--- config.mk ---
export PLATFORM = sky130hd
export DESIGN_NAME = mem_readback_streamer
export DESIGN_NICKNAME = d
export VERILOG_FILES = /design/src/rtl/mem_readback_pkg.sv /design/src/rtl/mem_readback_streamer_skid_buf.sv /design/src/rtl/mem_readback_streamer.sv
export SDC_FILE = /design/constraint.sdc
export NUM_CORES = 1
export LEC_CHECK = 0
export BUFFER_PORTS_ARGS = -buffer_cell sky130_fd_sc_hd__buf_4
export CORE_MARGIN = 3
export CORE_UTILIZATION = 50
export CTS_CLUSTER_DIAMETER = 40
export DETAILED_ROUTE_END_ITERATION = 7
export PLACE_DENSITY = 0.75
export SYNTH_ARGS = -nofsm -noshare
export SYNTH_HDL_FRONTEND = slang
export SYNTH_HIERARCHICAL = 1
export SYNTH_SLANG_ARGS = --single-unit
export TNS_END_PERCENT = 100
--- constraint.sdc ---
create_clock -name clk -period 3.8 [get_ports clk]
set_clock_uncertainty 0.15 [all_clocks]
set_input_delay 0.19 -clock clk [delete_from_list [all_inputs] [get_ports clk]]
set_output_delay 0.19 -clock clk [all_outputs]
set_load 0.02 [all_outputs]
--- src/rtl/mem_readback_pkg.sv ---
// mem_readback_pkg: shared types and default widths for the readback streamer
package mem_readback_pkg;
  localparam int WID_MEM = 18;
  localparam int ADDR_W = 13;
  localparam int CSUM_W = 32;
  typedef enum logic [1:0] {IDLE, RUN, DRAIN} state_t;
  typedef struct packed {
    logic [WID_MEM-1:0] data;
    logic [ADDR_W-1:0] addr;
    logic last;
  } entry_t;
endpackage

--- src/rtl/mem_readback_streamer_skid_buf.sv ---
// readback_skid_buf: two-entry FIFO of readback entries with flush
module readback_skid_buf import mem_readback_pkg::*; (
  input logic clk,
  input logic rst,
  input logic clr,
  input logic push,
  input logic pop,
  input entry_t din,
  output entry_t dout,
  output logic [1:0] count,
  output logic full,
  output logic empty
);
  entry_t mem [2];
  logic wp, rp, do_push, do_pop;
  assign full = count == 2'd2;
  assign empty = count == 2'd0;
  assign do_push = push && !full;
  assign do_pop = pop && !empty;
  assign dout = mem[rp];
  // storage and pointers; clear drops every buffered entry
  always_ff @(posedge clk)
    if (rst) begin
      mem[0] <= '0;
      mem[1] <= '0;
      wp <= 1'b0;
      rp <= 1'b0;
      count <= 2'd0;
    end else if (clr) begin
      wp <= 1'b0;
      rp <= 1'b0;
      count <= 2'd0;
    end else begin
      if (do_push) mem[wp] <= din;
      wp <= wp ^ do_push;
      rp <= rp ^ do_pop;
      count <= count + {1'b0, do_push} - {1'b0, do_pop};
    end
endmodule

--- src/rtl/mem_readback_streamer.sv ---
// mem_readback_streamer: sweeps a RAM address range and streams words with a running checksum
module mem_readback_streamer #(
  parameter int WID_MEM = mem_readback_pkg::WID_MEM,
  parameter int ADDR_W = mem_readback_pkg::ADDR_W,
  parameter int DEPTH_MEM = 8192,
  parameter int CSUM_W = mem_readback_pkg::CSUM_W
) (
  input logic clk,
  input logic reset,
  input logic start,
  input logic abort,
  input logic [ADDR_W-1:0] first_addr,
  input logic [ADDR_W-1:0] last_addr,
  output logic [ADDR_W-1:0] mem_raddr,
  input logic [WID_MEM-1:0] mem_dout,
  output logic m_valid,
  input logic m_ready,
  output logic [WID_MEM-1:0] m_data,
  output logic [ADDR_W-1:0] m_addr,
  output logic m_last,
  output logic busy,
  output logic done,
  output logic [CSUM_W-1:0] checksum
);
  import mem_readback_pkg::*;
  state_t state, state_n;
  entry_t head, din;
  logic [ADDR_W:0] rem;
  logic [ADDR_W-1:0] raddr_n, inflight_addr;
  logic [1:0] count;
  logic [2:0] credits;
  logic inflight, inflight_last, empty, full, xfer, issue, accept;
  assign busy = state != IDLE;
  assign m_valid = !empty;
  assign m_data = head.data;
  assign m_addr = head.addr;
  assign m_last = head.last;
  assign din = '{data: mem_dout, addr: inflight_addr, last: inflight_last};
  readback_skid_buf u_buf (
    .clk(clk),
    .rst(reset),
    .clr(abort && busy),
    .push(inflight && !full),
    .pop(xfer),
    .din(din),
    .dout(head),
    .count(count),
    .full(full),
    .empty(empty)
  );
  // handshake, credit check and next state; a read is issued only if its word is sure to fit
  always_comb begin
    xfer = m_valid && m_ready;
    accept = state == IDLE && start && !abort;
    credits = {1'b0, count} + {2'b0, inflight} - {2'b0, xfer};
    issue = state == RUN && !abort && credits < 3'd2;
    raddr_n = mem_raddr == ADDR_W'(DEPTH_MEM - 1) ? '0 : mem_raddr + 1'b1;
    state_n = abort && busy ? IDLE :
              accept ? RUN :
              issue && rem == (ADDR_W+1)'(1) ? DRAIN :
              state == DRAIN && xfer && head.last ? IDLE : state;
  end
  // state, address counter, in-flight tracking and checksum
  always_ff @(posedge clk)
    if (reset) begin
      state <= IDLE;
      mem_raddr <= '0;
      rem <= '0;
      inflight <= 1'b0;
      inflight_addr <= '0;
      inflight_last <= 1'b0;
      checksum <= '0;
      done <= 1'b0;
    end else begin
      state <= state_n;
      done <= state == DRAIN && xfer && head.last && !abort;
      inflight <= issue;
      if (accept) begin
        mem_raddr <= first_addr;
        rem <= {1'b0, last_addr - first_addr} + 1'b1;
        checksum <= '0;
      end else begin
        if (issue) begin
          mem_raddr <= raddr_n;
          rem <= rem - 1'b1;
          inflight_addr <= mem_raddr;
          inflight_last <= rem == (ADDR_W+1)'(1);
        end
        if (xfer) checksum <= checksum + CSUM_W'(m_data);
      end
    end
endmodule
==> metrics.txt <==
Lkg Pwr 0.004265 uW; CTS sink count 145; number of flops mapped to enable cells by yosys 64; final instance area 10360 um^2; RR Endpoint rem[7]$_SDFFE_PP0P_; WHS Endpoint rem[0]$_SDFFE_PP0P_; Slew headroom 0.4552; Power Dens Cells 386.7 nW/um^2; post-synthesis area per instance 9.342 um^2; top post-synthesis cells by area edfxtp_1 (23%), dfxtp_1 (20%), ha_1 (5.6%); Root Driver clkbuf_16; fin nets approximately 1100; Ys Warns 6; Startpoint Class input port; Slowest-stage cell, CP dlygate4sd3_1; CTS tree built; DRC violations left 0; Largest stage delay, worst path roughly 530 ps; # IOs 129; worst path cell trace dlygate4sd3_1 -> buf_4 -> ha_1 -> fa_1 -> nand2b_1 -> a21oi_1 -> o21ai_0 -> a21oi_1 -> nand4_1 -> or3_1 -> o31a_1 -> a211oi_2; Hold Path Depth 5; Mapped Area ~8200 um^2; endpoints failing hold 0; endpoints failing setup 0; maximum root-to-sink buffer count 2; max-slew violation count 0; Reg2Reg Setup Slack ~380 ps; Critical path buffers and inverters 2; most used cell, CP a21oi_1; Starting Density 0.5132; Reg2Reg Launch Point u_buf/count[0]$_SDFF_PP0_; Post-synth ARST share 0; drt initial violations approximately 380; min-delay src last_addr[0]; gp weighted congestion 0.8997; most frequent cells in the layout buf_4 (146), nand2_1 (85), dfxtp_1 (81), nor2_1 (76), and2_1 (67); Post-CTS Setup Inserts 0; Crit path depth 12; grt total ovfl 0; Peak VDD IR 278.6 uV; Yosys top cell by area edfxtp_1; register share of total power 0.430; outcome completed; Die Ht 134.2 um; setup TNS 0 ps; number of port buffers 128; detailed placement HPWL between 10000 and 15000 um; detailed-route via count 6960; worst hold-check path type input port to flop; sw frac 0.2615; first-pass GRT wire length 32750 um; Die Area 18000 um^2; switching power total 1048 uW; Combinational Power Share 0.144; cts bufs inserted 17; Placement Cell Area 9409 um^2; vias in the first global route 6734; htree depth 4; final worst setup slack between 300 and 400 ps; DRT antenna net count 0; Worst-path clk slew 60 ps; fmax 289.0 MHz; RSZ-0062 raised after global routing no; commonest non-fill, non-tap cell in the layout buf_4; minimum clock period 3461 ps; core area 16000 um^2; CP max FO 6; antenna cells 0; register area share after synthesis 0.4315; TritonRoute pass-1 iters 5; Worst-Skew Late Latency 420 ps; design internal power 2958 uW; initial antenna violation count 0; worst path required time between 3000 and 4000 ps; post-synthesis register bit count about 150; Total GRT Usage 0.2265; top_reg_cell synth dfxtp_1; area growth from synthesis to layout 26.15%; Post-Synthesis Cells between 800 and 900; Setup CP Type input port to flop; R2R cell count 13; max-capacitance violation count 0; syn_nets 968; top-area cell type share of the netlist area 0.2340; largest net degree at the start of global routing 46; Vias/cell 5.489; CP Capture Type flop; Final period util 0.9107; Crit path arrival time 3650 ps; Rows 46; Worst-Margin Slew 796.6 ps; die width 134.2 um; Post-Place Setup Slack 122.9 ps; Yosys cell types 70; Total Wirelength roughly 20000 um; Worst path top cell family by delay compound AO/OA/AOI/OAI gates; WL/cell between 15 and 20 um; layout cells sized above 1 0.2196; power share of the clock group 0.426
==> layer usage <==
metal | vias up | routed length [um] | global-route usage
met5 | - | 0 | 0
met4 | 0 | 500 | 0.07240
met3 | 37 | 1204 | 0.04801
met2 | 226 | 10170 | 0.3905
met1 | 3248 | 8506 | 0.2856
li1 | 3449 | - | -
==> metrics by stage <==
step / power, uW / hold WS (ps) / std cells / utilization
final: 4006 / 119.1 / 1268 / 0.6474
after global routing: 4165 / 146.1 / 1268 / 0.6474
after CTS: 4028 / 113.7 / 1268 / 0.6469
after detailed placement: 2299 / 265.6 / 1203 / 0.5881
after global placement: 2288 / 264.6 / 1203 / 0.5881
after floorplan: 2115 / 116.7 / 879 / -
==> sequential cells by signal (all words and copies together) (netlist names) <==
name / flops
u_buf/rp: 1
inflight_last: 1
done: 1
inflight: 1
inflight_addr: 13
checksum: 32
rem: 14
state: 2
u_buf/wp: 1
mem_raddr: 13
u_buf/mem: 64
u_buf/count: 2
==> cells in the mapped netlist (16+ instances only) <==
library cell / number
dfxtp_1: 81
edfxtp_1: 64
nor3_1: 18
o21ai_0: 35
clkbuf_1: 26
mux2_2: 32
nand3_1: 23
inv_1: 38
nand2_1: 86
xnor2_1: 30
and2_1: 67
a21oi_1: 66
xor2_1: 21
nor2_1: 76
ha_1: 37
a211oi_1: 16
==> repair_timing <==
| item | 4_1_cts | 5_1_grt |
|---|---|---|
| setup endpoints to repair | 0 | 15 |
| resized for setup | 0 | 3 |
| endpoints found under the hold margin | 56 | 0 |
| hold buffers | 33 | 0 |
==> worst min-delay path, stage by stage <==
cell,delay (ps)
buf_4,100
inv_1,40
ha_1,160
a221oi_1,90
nor2_1,70
==> layout make-up <==
type | count | area [um^2]
Fill cell | 1343 | 5642
Multi-Input combinational cell | 657 | 4362
Sequential cell | 145 | 3543
Timing Repair Buffer | 179 | 1426
Clock buffer | 19 | 464.2
Tap cell | 216 | 270.3
Clock inverter | 13 | 146.4
Inverter | 39 | 146.4
==> cell families (layout without fill, tap and decap cells) <==
family / Yosys count / in the layout / share of synthesized area
xor+xnor: 51 / 51 / 0.05440
buf+inv: 77 / 250 / 0.03901
simple gates: 354 / 354 / 0.2260
fa+ha+maj: 40 / 40 / 0.06369
flops: 145 / 145 / 0.4315
mux: 34 / 34 / 0.04632
compound gates: 178 / 178 / 0.1391
==> power by group through the flow <==
stage               Sequential [uW]  Combinational, uW  Clock, uW
floorplan                      1750                365          0
global placement               1750                535          0
detailed placement             1750                544          0
CTS                            1720                575       1730
global route                   1730                633       1800
finish                         1720                576       1710
==> how the worst max path moves through the flow <==
| stage | from | to | slack [ps] |
|---|---|---|---|
| 2_1_floorplan | u_buf/count[1]$_SDFF_PP0_ | rem[10]$_SDFFE_PP0P_ | 7 |
| 3_3_place_gp | u_buf/rp$_SDFF_PP0_ | checksum[21]$_SDFFE_PP0P_ | 240 |
| 3_5_place_dp | u_buf/rp$_SDFF_PP0_ | checksum[21]$_SDFFE_PP0P_ | 120 |
| 4_1_cts | u_buf/rp$_SDFF_PP0_ | checksum[21]$_SDFFE_PP0P_ | 130 |
| 5_1_grt | u_buf/rp$_SDFF_PP0_ | checksum[21]$_SDFFE_PP0P_ | 20 |
| 6_report | first_addr[0] | rem[11]$_SDFFE_PP0P_ | 340 |
No activity file was read; power rests on OpenSTA's default activity.
